<file path="config.mk">
export PLATFORM = sky130hd
export DESIGN_NAME = ps2_keypad_flat
export DESIGN_NICKNAME = d
export VERILOG_FILES = /design/src/rtl/mario_input_pkg.sv /design/src/rtl/ps2_keypad_if.sv /design/src/rtl/ps2_frame_rx.sv /design/src/rtl/ps2_keypad.sv /design/src/flat_wrapper.sv
export SDC_FILE = /design/constraint.sdc
export NUM_CORES = 1
export LEC_CHECK = 0
export CORE_AREA = 2 2 98 100
export DETAILED_ROUTE_END_ITERATION = 16
export DIE_AREA = 0 0 100 102
export SKIP_LAST_GASP = 1
export SLEW_MARGIN = 30
export SYNTH_ARGS = -nofsm -noshare
export SYNTH_HDL_FRONTEND = slang
export SYNTH_SLANG_ARGS = --single-unit
</file>
<file path="constraint.sdc">
create_clock -name clk -period 2.05 [get_ports clk]
set_input_delay 0.205 -clock clk [delete_from_list [all_inputs] [get_ports clk]]
set_output_delay 0.205 -clock clk [all_outputs]
set_load 0.005 [all_outputs]
</file>
<file path="src/rtl/mario_input_pkg.sv">
// Shared definitions for the PS/2 keypad front end of the Mario input path.
// Contents:
//   - scan-code set 2 constants for the prefix bytes and the mapped keys
//   - decode FSM state encoding and key action encoding
//   - held-key bundle type
//   - timeout_cyc(): PS/2 inter-edge timeout expressed in system clocks
//   - map_key():     scan code (+ extended flag) -> game action
package mario_input_pkg;

  localparam logic [7:0] SC_EXT   = 8'hE0;
  localparam logic [7:0] SC_BRK   = 8'hF0;
  localparam logic [7:0] SC_A     = 8'h1C;
  localparam logic [7:0] SC_D     = 8'h23;
  localparam logic [7:0] SC_W     = 8'h1D;
  localparam logic [7:0] SC_SPACE = 8'h29;
  localparam logic [7:0] SC_LEFT  = 8'h6B;  // extended
  localparam logic [7:0] SC_RIGHT = 8'h74;  // extended
  localparam logic [7:0] SC_UP    = 8'h75;  // extended

  // Index of the stop bit: a frame is start, 8 data, parity, stop.
  localparam logic [3:0] LAST_BIT = 4'd10;

  typedef enum logic [1:0] {
    IDLE    = 2'd0,
    EXT     = 2'd1,
    BRK     = 2'd2,
    EXT_BRK = 2'd3
  } dec_state_t;

  typedef enum logic [1:0] {
    ACT_NONE  = 2'd0,
    ACT_LEFT  = 2'd1,
    ACT_RIGHT = 2'd2,
    ACT_JUMP  = 2'd3
  } key_act_t;

  // jump[0] is fed by the normal keys (W/Space), jump[1] by extended Up,
  // so releasing one jump key does not cancel the other.
  typedef struct packed {
    logic       left;
    logic       right;
    logic [1:0] jump;
  } held_t;

  function automatic int timeout_cyc(input int clk_hz, input int timeout_us);
    return clk_hz / 1000000 * timeout_us;
  endfunction

  function automatic key_act_t map_key(input logic [7:0] code, input logic ext);
    key_act_t act;
    act = ACT_NONE;
    if (ext) begin
      case (code)
        SC_LEFT:  act = ACT_LEFT;
        SC_RIGHT: act = ACT_RIGHT;
        SC_UP:    act = ACT_JUMP;
        default:  act = ACT_NONE;
      endcase
    end else begin
      case (code)
        SC_A:           act = ACT_LEFT;
        SC_D:           act = ACT_RIGHT;
        SC_W, SC_SPACE: act = ACT_JUMP;
        default:        act = ACT_NONE;
      endcase
    end
    return act;
  endfunction

endpackage

</file>
<file path="src/rtl/ps2_keypad_if.sv">
// Keypad result bundle between the PS/2 front end and the Mario controller.
//   left/right/jump : level, action key held (left/right mutually exclusive)
//   key_valid       : one-cycle pulse per accepted byte
//   key_code        : last accepted byte, held between pulses
//   frame_err       : one-cycle pulse per rejected or timed-out frame
// master = the keypad (drives everything), slave = the consumer.
interface ps2_keypad_if;
  logic       left;
  logic       right;
  logic       jump;
  logic       key_valid;
  logic [7:0] key_code;
  logic       frame_err;

  modport master (output left, right, jump, key_valid, key_code, frame_err);
  modport slave  (input  left, right, jump, key_valid, key_code, frame_err);
endinterface

</file>
<file path="src/rtl/ps2_frame_rx.sv">
// PS/2 device-to-host frame receiver.
// Ports:
//   clk, rst        : system clock, asynchronous active-low reset
//   ps2_clk/ps2_data: raw pins, asynchronous to clk
//   rx_byte         : last accepted data byte (held)
//   byte_valid      : one-cycle pulse, cycle after the stop-bit sample
//   byte_err        : one-cycle pulse for a bad frame or an inter-edge timeout
// Both pins go through a two-flop synchronizer; a falling edge of the
// synchronized clock marks the sample cycle in which the data bit is taken.
module ps2_frame_rx
  import mario_input_pkg::*;
#(
  parameter int CLK_HZ     = 100000000,
  parameter int TIMEOUT_US = 200
) (
  input  logic       clk,
  input  logic       rst,
  input  logic       ps2_clk,
  input  logic       ps2_data,
  output logic [7:0] rx_byte,
  output logic       byte_valid,
  output logic       byte_err
);

  localparam int TMO = timeout_cyc(CLK_HZ, TIMEOUT_US);
  localparam int TW  = $clog2(TMO + 1);

  logic          clk_s1, clk_s2, clk_prev;
  logic          dat_s1, dat_s2;
  logic          fall;
  logic [3:0]    bit_cnt;
  logic [7:0]    shift_q;
  logic          start_q;
  logic          par_q;
  logic [TW-1:0] tmo_cnt;
  logic          tmo_hit;
  logic          frame_ok;

  // NOTE: sequential state uses non-blocking assignments so every flop
  // samples pre-edge values; blocking here would collapse the sync chain.
  always_ff @(posedge clk or negedge rst) begin
    if (!rst) begin
      clk_s1   <= 1'b0;
      clk_s2   <= 1'b0;
      clk_prev <= 1'b0;
      dat_s1   <= 1'b0;
      dat_s2   <= 1'b0;
    end else begin
      clk_s1   <= ps2_clk;
      clk_s2   <= clk_s1;
      clk_prev <= clk_s2;
      dat_s1   <= ps2_data;
      dat_s2   <= dat_s1;
    end
  end

  assign fall     = clk_prev & ~clk_s2;
  // The timeout only runs inside a frame; idle lines never raise an error.
  assign tmo_hit  = (bit_cnt != 4'd0) && (tmo_cnt == TW'(TMO - 1));
  // Judged in the stop-bit sample cycle: dat_s2 is the stop bit itself.
  assign frame_ok = ~start_q & (^shift_q ^ par_q) & dat_s2;

  // NOTE: the shift register and captured bits are reset along with the
  // control state so a reset mid-frame leaves no stale partial byte.
  always_ff @(posedge clk or negedge rst) begin
    if (!rst) begin
      bit_cnt    <= 4'd0;
      shift_q    <= 8'h00;
      start_q    <= 1'b0;
      par_q      <= 1'b0;
      tmo_cnt    <= '0;
      rx_byte    <= 8'h00;
      byte_valid <= 1'b0;
      byte_err   <= 1'b0;
    end else begin
      byte_valid <= 1'b0;
      byte_err   <= 1'b0;
      if (tmo_hit) begin
        // An edge coinciding with the timeout is dropped on purpose; the
        // next frame restarts cleanly from the start bit.
        bit_cnt  <= 4'd0;
        tmo_cnt  <= '0;
        byte_err <= 1'b1;
      end else if (fall) begin
        tmo_cnt <= '0;
        if (bit_cnt == LAST_BIT) begin
          bit_cnt <= 4'd0;
          if (frame_ok) begin
            byte_valid <= 1'b1;
            rx_byte    <= shift_q;
          end else begin
            byte_err   <= 1'b1;
          end
        end else begin
          bit_cnt <= bit_cnt + 4'd1;
          case (bit_cnt)
            4'd0:    start_q <= dat_s2;
            4'd9:    par_q   <= dat_s2;
            default: shift_q <= {dat_s2, shift_q[7:1]};  // LSB first
          endcase
        end
      end else if (bit_cnt != 4'd0) begin
        tmo_cnt <= tmo_cnt + TW'(1);
      end
    end
  end

endmodule

</file>
<file path="src/rtl/ps2_keypad.sv">
// PS/2 keyboard front end for the Mario character controller.
// Ports:
//   clk, rst          : system clock, asynchronous active-low reset
//   ps2_clk, ps2_data : raw PS/2 pins
//   kp (master)       : left/right/jump levels, key_valid/key_code, frame_err
// Accepted bytes walk a set-2 make/break decoder (E0 / F0 prefixes) that
// sets or clears one held bit per action. Output levels are registered from
// the held bits, two cycles after the stop-bit sample.
module ps2_keypad
  import mario_input_pkg::*;
#(
  parameter int CLK_HZ     = 100000000,
  parameter int TIMEOUT_US = 200
) (
  input  logic         clk,
  input  logic         rst,
  input  logic         ps2_clk,
  input  logic         ps2_data,
  ps2_keypad_if.master kp
);

  logic [7:0] rx_byte;
  logic       byte_valid;
  logic       byte_err;

  ps2_frame_rx #(
    .CLK_HZ     (CLK_HZ),
    .TIMEOUT_US (TIMEOUT_US)
  ) u_rx (
    .clk        (clk),
    .rst        (rst),
    .ps2_clk    (ps2_clk),
    .ps2_data   (ps2_data),
    .rx_byte    (rx_byte),
    .byte_valid (byte_valid),
    .byte_err   (byte_err)
  );

  assign kp.key_valid = byte_valid;
  assign kp.key_code  = rx_byte;
  assign kp.frame_err = byte_err;

  dec_state_t state_q, state_d;
  held_t      held_q, held_d;
  logic       apply_key;
  logic       is_ext;
  logic       is_make;

  always_ff @(posedge clk or negedge rst) begin
    if (!rst) begin
      state_q  <= IDLE;
      held_q   <= '0;
      kp.left  <= 1'b0;
      kp.right <= 1'b0;
      kp.jump  <= 1'b0;
    end else begin
      state_q  <= state_d;
      held_q   <= held_d;
      // Opposing directions cancel rather than picking a winner.
      kp.left  <= held_d.left & ~held_d.right;
      kp.right <= held_d.right & ~held_d.left;
      kp.jump  <= |held_d.jump;
    end
  end

  always_comb begin
    // NOTE: every output of this block gets a default first, so no path
    // leaves a variable unassigned and no latch is inferred.
    state_d   = state_q;
    held_d    = held_q;
    apply_key = 1'b0;
    is_ext    = 1'b0;
    is_make   = 1'b0;

    if (byte_err) begin
      // A damaged byte may have been the second half of a sequence; drop
      // any pending prefix rather than misinterpreting the next byte.
      state_d = IDLE;
    end else if (byte_valid) begin
      case (state_q)
        IDLE: begin
          if (rx_byte == SC_EXT) begin
            state_d = EXT;
          end else if (rx_byte == SC_BRK) begin
            state_d = BRK;
          end else begin
            apply_key = 1'b1;
            is_make   = 1'b1;
          end
        end
        EXT: begin
          if (rx_byte == SC_BRK) begin
            state_d = EXT_BRK;
          end else begin
            apply_key = 1'b1;
            is_ext    = 1'b1;
            is_make   = 1'b1;
            state_d   = IDLE;
          end
        end
        BRK: begin
          apply_key = 1'b1;
          state_d   = IDLE;
        end
        EXT_BRK: begin
          apply_key = 1'b1;
          is_ext    = 1'b1;
          state_d   = IDLE;
        end
        default: state_d = IDLE;
      endcase

      // Writing the make/break value directly makes typematic repeats
      // idempotent and lets unmapped codes fall through untouched.
      if (apply_key) begin
        case (map_key(rx_byte, is_ext))
          ACT_LEFT:  held_d.left         = is_make;
          ACT_RIGHT: held_d.right        = is_make;
          ACT_JUMP:  held_d.jump[is_ext] = is_make;
          default:   ;
        endcase
      end
    end
  end

endmodule

</file>
<file path="src/flat_wrapper.sv">
// flat-port wrapper written by rule: the top's interface ports become plain ports
module ps2_keypad_flat import mario_input_pkg::*;
#(
  parameter int CLK_HZ     = 100000000,
  parameter int TIMEOUT_US = 200
)
  (clk, rst, ps2_clk, ps2_data, kp_left, kp_right, kp_jump, kp_key_valid, kp_key_code, kp_frame_err);
  ps2_keypad_if kp_i ();
  input  logic clk;
  input  logic rst;
  input  logic ps2_clk;
  input  logic ps2_data;
  output wire logic [$bits(kp_i.left)-1:0] kp_left;
  output wire logic [$bits(kp_i.right)-1:0] kp_right;
  output wire logic [$bits(kp_i.jump)-1:0] kp_jump;
  output wire logic [$bits(kp_i.key_valid)-1:0] kp_key_valid;
  output wire logic [$bits(kp_i.key_code)-1:0] kp_key_code;
  output wire logic [$bits(kp_i.frame_err)-1:0] kp_frame_err;
  assign kp_left = kp_i.left;
  assign kp_right = kp_i.right;
  assign kp_jump = kp_i.jump;
  assign kp_key_valid = kp_i.key_valid;
  assign kp_key_code = kp_i.key_code;
  assign kp_frame_err = kp_i.frame_err;
  ps2_keypad #(.CLK_HZ(CLK_HZ), .TIMEOUT_US(TIMEOUT_US)) u_core (.clk(clk), .rst(rst), .ps2_clk(ps2_clk), .ps2_data(ps2_data), .kp(kp_i));
endmodule
</file>
Yosys cells after proc, flatten, opt, wreduce, memory -nomap -nowiden
Cells that the tools add are included.
{"block": "op_classes", "add_sub_neg": 2, "order_cmp": 2, "n_eq_ne": 19, "mux": 46, "n_bitwise": 13, "reduce_logical": 18}
{"operator": "$mux W15", "n": 3}
{"operator": "$eq A8 B7 Y1 const B", "n": 3}
{"operator": "$mux W4", "n": 6}
{"operator": "$mux W2", "n": 10}
{"operator": "$mux W1", "n": 19}
{"operator": "$pmux W2 S3", "n": 3}
{"operator": "$eq A8 B5 Y1 const B", "n": 2}
{"operator": "$eq A8 B6 Y1 const B", "n": 2}
{"operator": "$eq A8 B8 Y1 const B", "n": 2}
{"operator": "$reduce_and A4 Y1", "n": 4}
{"operator": "$add A15 B1 Y15 const B", "n": 1}
{"operator": "$eq A15 B15 Y1 const B", "n": 1}
{"operator": "$eq A2 B2 Y1 const B", "n": 4}
{"operator": "$eq A4 B4 Y1 const B", "n": 2}
{"operator": "$reduce_or A2 Y1", "n": 4}
{"operator": "$reduce_xor A8 Y1", "n": 1}
{"operator": "$not A1 Y1", "n": 7}
{"operator": "$and A1 B1 Y1", "n": 5}
{"operator": "$add A4 B1 Y4 const B", "n": 1}
{"operator": "$eq A2 B1 Y1 const B", "n": 2}
{"operator": "$logic_not A4 Y1", "n": 1}
{"operator": "$ne A4 B2 Y1 const B", "n": 1}
{"operator": "$pmux W1 S2", "n": 2}
{"operator": "$reduce_bool A2 Y1", "n": 2}
{"operator": "other kinds (11)", "n": 12}
{"block": "word_totals", "regBits": 53, "input_bits": 4}

Logic depth before layout (Yosys ltp)
Gate-level depths: netlist of run 1.
{"block": "logic_depth", "depth_word": 16, "mapped_depth": 8}

Hierarchy
A second synthesis of run 1 with hierarchy kept.
{"block": "unflattened", "hier_cells": 250, "hier_area_um2": 2800.2}
{"module": "ps2_frame_rx", "n_inst": 1, "cells_per_inst": 169, "area_per_inst_um2": 2052.0}
{"module": "ps2_keypad", "n_inst": 1, "cells_per_inst": 81, "area_per_inst_um2": 748.2}

Worst setup path after synthesis of run 1
OpenSTA, ideal clock, no wires.
{"block": "synth_timing", "path_kind": "register to register", "start": "register u_core.u_rx.bit_cnt[1]", "end": "register u_core.u_rx.rx_byte[0]", "setup_ps": 125, "t_arrival_ps": 2044, "slack_ps": -119, "stages_incl_launch_ff": 9, "path_buffers": 3, "synth_period_minus_slack_ps": 2169, "cell_sequence": "dfrtp_1 buf_2 or4_1 clkbuf_1 nand3_1 nor4_4 nor3b_2 buf_6 mux2_4"}
{"block": "synth_via", "elab_chain_len": 4, "elab_cells_between_ends": 5, "cone_classes": "1 x eq/ne; 1 x bitwise; 3 x reduce/logical"}
{"item": "start, declared", "line_no": "ps2_frame_rx.sv:31", "rtl": "logic [3:0] bit_cnt;"}
{"item": "start signal, assigned", "line_no": "ps2_frame_rx.sv:95", "rtl": "bit_cnt <= bit_cnt + 4'd1;"}
{"item": "$reduce_bool A4 Y1", "line_no": "ps2_frame_rx.sv:59", "rtl": "assign tmo_hit = (bit_cnt != 4'd0) && (tmo_cnt == TW'(TMO - 1));"}
{"item": "$logic_and A1 B1 Y1", "line_no": "ps2_frame_rx.sv:59"}
{"item": "$not A1 Y1 (no source line)"}
{"item": "$reduce_and A4 Y1 (no source line) *"}
{"item": "end signal, assigned", "line_no": "ps2_frame_rx.sv:90", "rtl": "rx_byte <= shift_q;"}
{"item": "end, declared", "line_no": "ps2_frame_rx.sv:20", "rtl": "output logic [7:0] rx_byte,"}
Every way passes the cells marked *; elsewhere a longest branch is shown, timed or not.
A chain may end at the register's enable or synchronous reset.

Worst setup path in the final report of run 1
{"block": "layout_timing", "start": "register u_core.u_rx.shift_q[2]", "end": "register u_core.u_rx.rx_byte[7]"}
{"block": "layout_via", "elab_chain_len": 5}
{"item": "start, declared", "line_no": "ps2_frame_rx.sv:32", "rtl": "logic [7:0] shift_q;"}
{"item": "start signal, assigned", "line_no": "ps2_frame_rx.sv:99", "rtl": "default: shift_q <= {dat_s2, shift_q[7:1]};"}
{"item": "$reduce_xor A8 Y1", "line_no": "ps2_frame_rx.sv:61", "rtl": "assign frame_ok = ~start_q & (^shift_q ^ par_q) & dat_s2;"}
{"item": "$xor A1 B1 Y1", "line_no": "ps2_frame_rx.sv:61"}
{"item": "$and A1 B1 Y1 (2 in series)", "line_no": "ps2_frame_rx.sv:61"}
{"item": "$reduce_and A4 Y1 (no source line)"}
No other way between the ends.

==> run metrics, run 1 <==
skew final=about 0.0053 ns; data required time of the worst path=roughly 2.2 ns; WS Path Type=reg2reg; worst slew pin tran=between 0.6 and 0.7 ns; io pins=17; Netlist cell types=53; ANT nets after route=0; Top FF cell, synth=dfrtp_1; Post-Syn Nets=246; most common cell after layout, fill and taps aside=dfrtp_1; met1 Track Usage GR=0.141; relative max-transition margin=0.583; first-pass GRT wire length=a little over 9000 um; Worst-Skew Late Latency=about 0.3 ns; DR WL/cell=around 13 um; post-synth top area share=0.496; fmax=between 500 and 600 MHz; Die ar.=between 10000 and 15000 um2; core area=between 9000 and 10000 um2; synth top area cells=dfrtp_1 (50%), mux2_2 (5.1%), mux2_4 (4.5%), nor2_1 (4.2%), xnor2_1 (3.3%); Max Fanout on Critical Path=9; Via density=4.70; layout cells sized above 1=0.311; Async S/R FF share, synth=1.00; status=completed; power density cells=997 nW/um2; met2 Usage GRT=0.203; pins over their slew limit=0; Top Usage Layer GRT=met2; clk sinks=53; clock period minus worst slack=between 1.5 and 2 ns; clk buf depth=2; final WL=about 5200 um; RSZ-0062 raised after global routing=yes; aggregate global routing overflow=0; site row count=35; pre-CTS setup slack=-0.316 ns; syn_area_per_cell=roughly 11 um2; worst hold path class=in2reg; fin crit share=0.963; Peak VDD IR=around 0.29 mV; Post-synth EDFFs=0; Worst EP arrival=2.16 ns; Final Hold Fails=0; Setup TNS=0 ns; sequential-to-total area share from yosys stat=0.496; most frequent cells in the layout=dfrtp_1 (52), buf_4 (42), nor2_1 (29); initial antenna violation count=0; final setup fails=0; dpl hpwl=just under 4000 um; CTS tree=yes; CTS Buf Count=5; synth-to-layout area growth=29.7%; Mapped Area=between 2000 and 3000 um2; Ant. Diodes=0; Max Cap Viol=0; via count=roughly 1900; met3 usage=0.0239; critical path launch point type=register; die height=a little over 100 um; pin count of the biggest net entering global routing=29; nets=approximately 310; slack of the critical path=approximately 0.076 ns; Port Buffers=16; Cells after Synth=around 240; YS warnings=0; width of the die=~100 um; Worst Setup End Kind=register; DRC marker count from the first detailed-route iteration=42; FF-to-FF setup slack=0.08 ns; post-synth top area cell=dfrtp_1; RD Place Congestion=roughly 0.82; #FFs+latches synth=53; number of global-route vias before repair=a little under 2000; Pleak=between 1.5 and 2 nW; CTS Root Cell=clkbuf_8; H-tree depth=2; drt first pass iters=4; Total Routing Usage GR=0.115; DRC violations left=0; initial core utilization=0.293; Clock transition at path regs=about 0.09 ns
## through the flow
stage	power (mW)	area, um2	utilization	hold WS (ns)	instances
6_report	3.45	3460	0.380	0.332	413
5_1_grt	3.70	3460	0.380	0.317	413
4_1_cts	3.47	3400	0.374	0.321	409
3_5_place_dp	2.83	3260	0.358	0.260	400
3_3_place_gp	2.80	3260	0.358	0.252	400
2_1_floorplan	2.30	2720	-	-0.0906	241
## cell families after synthesis
kind of cell             share of synthesized area
XOR/XNOR                                    0.0796
AND/OR/NAND/NOR                              0.216
AO/OA/AOI/OAI                               0.0689
buffers and inverters                       0.0234
flip-flops                                   0.496
adder cells (fa/ha/maj)                    0.00468
multiplexers                                 0.111
## state kept, by name (all words and copies together) (netlist names), 2 cells and up
signal               flops
u_core.u_rx.shift_q      8
u_core.u_rx.tmo_cnt     15
u_core.held_q            4
u_core.u_rx.rx_byte      8
u_core.u_rx.bit_cnt      4
u_core.state_q           2
## final cells by class
cell class	count	area, um2
clock buffers	7	86.3
flip-flops and latches	53	1330
inverters	6	22.5
well taps	111	139
fillers	888	5640
repair buffers	62	532
multi-input cells	174	1360
## final timing paths
check | end | cells after the start | from
max in group asynchronous | u_core.u_rx.tmo_cnt[12] | 3 | rst
min | u_core.u_rx.clk_s1 | 1 | ps2_clk
max | u_core.u_rx.rx_byte[7] | 6 | u_core.u_rx.shift_q[2]
max reg2reg | u_core.u_rx.rx_byte[7] | 6 | u_core.u_rx.shift_q[2]
min reg2reg | u_core.u_rx.dat_s2 | 0 | u_core.u_rx.dat_s1
min in group asynchronous | u_core.u_rx.shift_q[6] | 2 | rst
## timing repair
action | CTS | global route
setup buffers | 1 | 4
pin swaps | 2 | 0
gates cloned | 0 | 0
endpoints found under the setup margin | 19 | 26
endpoints found under the hold margin | 25 | 0
gates resized for setup | 5 | 7
hold buffers | 1 | 0
## power breakdown
| group | leakage [nW] | total [mW] | internal, mW | switching [mW] |
|---|---|---|---|---|
| sequential | 0.695 | 1.43 | 1.26 | 0.164 |
| clock | 0.0443 | 0.587 | 0.269 | 0.319 |
| combinational | 0.767 | 1.44 | 0.863 | 0.579 |
| total | 1.51 | 3.45 | 2.39 | 1.06 |
## synthesized netlist by cell type, drive strengths merged (5+ instances only)
library cell	instances
xnor2	10
o21ai	5
nand2	15
clkbuf	5
nor4	5
xor2	9
nor3	8
nor2	31
a21oi	5
nor2b	6
inv	6
mux2	20
dfrtp	53
nand3	7
## worst max-delay path: stages (launching register included)
cell     delay (ns)
dfrtp_1        0.39
xor2_1         0.17
xnor3_1        0.42
mux2i_1        0.18
nor3b_4        0.24
buf_12         0.17
mux2_4         0.30
## metal layers
| metal | vias to the layer above | routed length (um) |
|---|---|---|
| met3 | 9 | 131 |
| li1 | 971 | - |
| met2 | 24 | 2570 |
| met5 | - | 0 |
| met4 | 0 | 97 |
| met1 | 939 | 2450 |
No activity file was read; power rests on OpenSTA's default activity.
==> inputs of run 2 (changes only) <==
--- a/config.mk
+++ b/config.mk
@@ -6,8 +6,10 @@
 export NUM_CORES = 1
 export LEC_CHECK = 0
 export CORE_AREA = 2 2 98 100
+export CTS_CLUSTER_DIAMETER = 80
 export DETAILED_ROUTE_END_ITERATION = 16
 export DIE_AREA = 0 0 100 102
+export REMOVE_ABC_BUFFERS = 1
 export SKIP_LAST_GASP = 1
 export SLEW_MARGIN = 30
 export SYNTH_ARGS = -nofsm -noshare
==> run metrics, run 2 (synthesized netlist as in run 1, its figures left out) <==
clock period minus worst slack=about 2.0 ns; biggest registers after layout=u_core.u_rx.tmo_cnt x15, u_core.u_rx.rx_byte x8, u_core.u_rx.shift_q x8; Ant. Diodes=0; most common cell after layout, fill and taps aside=buf_4; critical path launch point type=register; initial antenna violation count=0; fmax=502 MHz; H-tree depth=2; FF-to-FF setup slack=roughly 0.06 ns; CTS Buf Count=5; clock share of power=0.199; power density cells=~1000 nW/um2; Max Cap Viol=0; internal cell power=about 2.6 mW; Top reg by flops=u_core.u_rx.tmo_cnt; ANT nets after route=0; fin crit share=0.971; pin count of the biggest net entering global routing=30; synth-to-layout area growth=33.8%; via count=slightly above 2000; worst setup path endpoint=u_core.kp.right; Port Buffers=16; drt first pass iters=4; skew final=0.0119 ns; WHS=about 0.34 ns; Via density=roughly 4.8; slowest CP cell=or4bb_4; critical path's largest stage delay=0.54 ns; Peak VDD IR=slightly above 0.5 mV; clk buf depth=2; first-pass GRT wire length=roughly 9500 um; CTS tree=yes; width of the die=100 um; worst hold path class=in2reg; initial core utilization=0.293; relative max-transition margin=0.594; Worst Setup End Kind=register; Worst EP arrival=between 2 and 2.5 ns; Die ar.=between 10000 and 15000 um2; Net Sw Power=1.10 mW; core area=9110 um2; Max Fanout on Critical Path=6; aggregate global routing overflow=0; Reg2Reg Depth=6; final setup fails=0; final WL=approximately 5400 um; layout cells sized above 1=0.340; nets=319; Worst-Skew Late Latency=about 0.30 ns; Total Routing Usage GR=0.114; clk sinks=53; RD Place Congestion=~0.77; die height=between 100 and 150 um; DRC marker count from the first detailed-route iteration=87; DRC violations left=0; Pleak=~1.6 nW; post-route cell area=3570 um2; number of global-route vias before repair=2088; WS Path Type=reg2reg; Comb pwr share=0.416; most frequent CP cell=buf_4; Placed Area=around 3300 um2; Seq pwr share=0.385; DR WL/cell=~13 um; WHS Path Cells=1; worst slew pin tran=just over 0.6 ns; RSZ-0062 raised after global routing=yes; data required time of the worst path=2.24 ns; R2R Path Start=u_core.u_rx.rx_byte[2]; dpl hpwl=about 4000 um; reg2reg end=u_core.kp.right; most frequent cells in the layout=buf_4 (54), dfrtp_1 (53), nor2_1 (29); max FFs per register=15; Clock transition at path regs=approximately 0.10 ns; Setup TNS=0 ns; pins over their slew limit=0; io pins=17; Fill cells=just under 900; CTS Root Cell=clkbuf_8; Critical Path Start=u_core.u_rx.rx_byte[2]; Switching Fraction=0.299; critical path cell sequence=or4bb_4 > buf_4 > o41ai_2 > buf_4 > nor4_1 > a221o_1; status=completed; site row count=35; Final Hold Fails=0
## run 2: through the flow
stage               instances  setup WS, ns   util  total power, mW
floorplan                 233        -0.411      -             2.23
global placement          412        -0.297  0.365             2.88
detailed placement        412        -0.316  0.365             2.93
CTS                       422        0.0114  0.385             3.69
global route              426       -0.0347  0.392             3.93
finish                    426        0.0589  0.392             3.70
## run 2: timing repair
action,in CTS,in global routing
setup endpoints to repair,19,33
setup buffers,1,4
pin swaps,2,3
gates resized for setup,7,8
hold buffers,1,0
endpoints found under the hold margin,24,0
## run 2: worst min-delay path by stage
stage	to	from	slack, ns
floorplan	u_core.held_q[0]	rst	-0.09
CTS	u_core.u_rx.clk_s1	ps2_clk	0.34
global route	u_core.u_rx.dat_s1	ps2_data	0.33
global placement	u_core.kp.right	rst	0.25
detailed placement	u_core.u_rx.rx_byte[4]	rst	0.25
finish	u_core.u_rx.clk_s1	ps2_clk	0.34
## run 2: routing by layer
metal  GRT usage  vias up  share of wire
met5           0        -              0
met4      0.0253        0          0.010
met3      0.0246        4          0.028
met2       0.205       30           0.50
met1       0.142     1001           0.46
li1            -      997              -
## run 2: worst max-delay path: cells and delay by family (launching register included)
| kind | cells | cell delay (ns) |
|---|---|---|
| AOI/OAI and AO/OA | 2 | 0.53 |
| buffers and inverters | 2 | 0.36 |
| DFF | 1 | 0.41 |
| and+or+nand+nor | 2 | 0.59 |
## run 2: power groups by stage
stage          sequential [mW]  clock (mW)  combinational, mW
2_1_floorplan             1.50           0              0.729
3_3_place_gp              1.42           0               1.46
3_5_place_dp              1.43           0               1.50
4_1_cts                   1.41       0.746               1.54
5_1_grt                   1.45       0.793               1.68
6_report                  1.42       0.737               1.54
## run 2: layout make-up
type | instances | area (um2) | share of cell area
inverters | 6 | 22.5 | 0.00630
multi-input cells | 174 | 1350 | 0.377
flip-flops and latches | 53 | 1330 | 0.371
clock buffers | 7 | 86.3 | 0.0242
repair buffers | 74 | 622 | 0.174
clock inverters | 1 | 30.0 | 0.00840
well taps | 111 | 139 | 0.0389
==> inputs of run 3 (changes only) <==
--- a/config.mk
+++ b/config.mk
@@ -5,13 +5,15 @@
 export SDC_FILE = /design/constraint.sdc
 export NUM_CORES = 1
 export LEC_CHECK = 0
-export CORE_AREA = 2 2 98 100
+export CORE_AREA = 2 2 74 76
 export CTS_CLUSTER_DIAMETER = 80
 export DETAILED_ROUTE_END_ITERATION = 16
-export DIE_AREA = 0 0 100 102
+export DIE_AREA = 0 0 76 78
+export PLACE_DENSITY = 0.74
 export REMOVE_ABC_BUFFERS = 1
 export SKIP_LAST_GASP = 1
-export SLEW_MARGIN = 30
+export SLEW_MARGIN = 10
 export SYNTH_ARGS = -nofsm -noshare
 export SYNTH_HDL_FRONTEND = slang
 export SYNTH_SLANG_ARGS = --single-unit
+export TNS_END_PERCENT = 100
==> run metrics, run 3 (synthesized netlist as in run 1, its figures left out) <==
status=completed; dpl hpwl=~3800 um; clock period minus worst slack=between 2 and 2.5 ns; first-pass GRT wire length=9090 um; Placed Cells=~370; power density cells=about 1000 nW/um2; number of global-route vias before repair=2036; Final Hold Fails=0; drt first pass iters=4; Worst-Skew Late Latency=around 0.3 ns; Util after Layout=0.679; Die ar.=between 5000 and 6000 um2; critical path cell sequence=xor2_1 > xnor3_1 > mux2i_2 > nor3b_4 > buf_12 > mux2_4; Net Sw Power=1.13 mW; Worst path depth=6; skew final=between 0.009 and 0.01 ns; max FFs per register=15; CTS tree=yes; initial antenna violation count=0; layout cells sized above 1=0.319; width of the die=approximately 76 um; Worst EP arrival=around 2.2 ns; Peak VDD IR=between 0.5 and 0.6 mV; Via density=5.27; Max Cap Viol=0; final WL=around 5100 um; reg2reg end=u_core.u_rx.rx_byte[2]; Comb pwr share=0.436; ANT nets after route=0; slowest CP cell=xnor3_1; relative max-transition margin=0.578; critical path's largest stage delay=0.43 ns; most common cell after layout, fill and taps aside=dfrtp_1; pin count of the biggest net entering global routing=21; nets=about 310; WS Path Type=reg2reg; Switching Fraction=0.318; final setup fails=0; biggest registers after layout=u_core.u_rx.tmo_cnt x15, u_core.u_rx.rx_byte x8, u_core.u_rx.shift_q x8; Critical Path Start=u_core.u_rx.shift_q[2]; CP delay by family, top=XOR/XNOR gates; worst hold path class=in2async; initial core utilization=0.530; die height=just under 80 um; internal cell power=around 2.4 mW; Reg2Reg Depth=6; pins over their slew limit=0; Worst Setup End Kind=register; Buf+Inv Stages, Crit Path=1; Clock transition at path regs=~0.10 ns; DRC marker count from the first detailed-route iteration=around 130; Seq pwr share=0.400; critical path launch point type=register; R2R Path Start=u_core.u_rx.shift_q[2]; site row count=26; clock share of power=0.164; most frequent cells in the layout=dfrtp_1 (53), buf_4 (50), nor2_1 (29); core area=a little over 5000 um2; synth-to-layout area growth=28.2%; fin crit share=1.00; Ant. Diodes=0; DRC violations left=0; Total Routing Usage GR=0.187; RD Place Congestion=roughly 0.85; Pleak=1.52 nW; via count=about 2000; io pins=17; RSZ-0062 raised after global routing=yes; FF-to-FF setup slack=about 0.00031 ns; CTS Buf Count=5; Post-Layout Cell Count=380; worst slew pin tran=0.625 ns; clk buf depth=2; Max Fanout on Critical Path=8; Fill cells=390; fmax=between 400 and 500 MHz; clk sinks=53; DR WL/cell=approximately 14 um; aggregate global routing overflow=0; Port Buffers=16; H-tree depth=2; Top reg by flops=u_core.u_rx.tmo_cnt; data required time of the worst path=about 2.2 ns; CTS Root Cell=clkbuf_8
-- run 3: layer usage --
| metal | vias to the layer above | share of wire | wire [um] | track usage |
|---|---|---|---|---|
| met3 | 10 | 0.038 | 195 | 0.0372 |
| met5 | - | 0 | 0 | 0 |
| met4 | 0 | 0.017 | 85 | 0.0509 |
| met2 | 51 | 0.50 | 2560 | 0.323 |
| met1 | 951 | 0.45 | 2290 | 0.241 |
| li1 | 990 | - | - | - |
-- run 3: layout make-up --
class                      instances  area [um2]  share of cell area
clock inverter                     3        22.5             0.00658
sequential                        53        1330               0.387
tap                               70        87.6              0.0256
timing repair buffer              69         572               0.167
clock buffer                       5        68.8              0.0201
inverter                           6        22.5             0.00658
multi-input combinational        174        1330               0.387
-- run 3: worst max path at each step --
stage,slack [ns],endpoint
floorplan,-0.41,u_core.u_rx.rx_byte[4]
global placement,-0.26,u_core.u_rx.rx_byte[1]
detailed placement,-0.32,u_core.u_rx.rx_byte[2]
CTS,-0.01,u_core.u_rx.tmo_cnt[10]
global route,-0.08,u_core.kp.jump
finish,0.0003,u_core.u_rx.rx_byte[2]
-- run 3: stage by stage --
| step | power [mW] | setup WS [ns] | area [um2] | setup TNS (ns) | hold slack [ns] |
|---|---|---|---|---|---|
| 2_1_floorplan | 2.23 | -0.411 | 2630 | -4.03 | -0.0906 |
| 3_3_place_gp | 2.82 | -0.259 | 3230 | -3.01 | 0.121 |
| 3_5_place_dp | 2.88 | -0.317 | 3230 | -3.88 | 0.128 |
| 4_1_cts | 3.51 | -0.0108 | 3390 | -0.0143 | 0.323 |
| 5_1_grt | 3.78 | -0.0832 | 3420 | -0.673 | 0.336 |
| 6_report | 3.54 | 0.000313 | 3420 | 0 | 0.333 |
-- run 3: what timing repair did --
item | in CTS | in global routing
hold buffers | 1 | 0
endpoints found under the setup margin | 20 | 33
pin swaps | 2 | 1
resized for setup | 7 | 4
buffers inserted | 1 | 4
endpoints found under the hold margin | 14 | 0
-- run 3: power groups by stage --
stage	clock [mW]	sequential, mW	combinational (mW)
3_5_place_dp	0	1.43	1.45
4_1_cts	0.601	1.42	1.49
6_report	0.580	1.42	1.54
3_3_place_gp	0	1.42	1.41
2_1_floorplan	0	1.50	0.729
5_1_grt	0.647	1.44	1.69
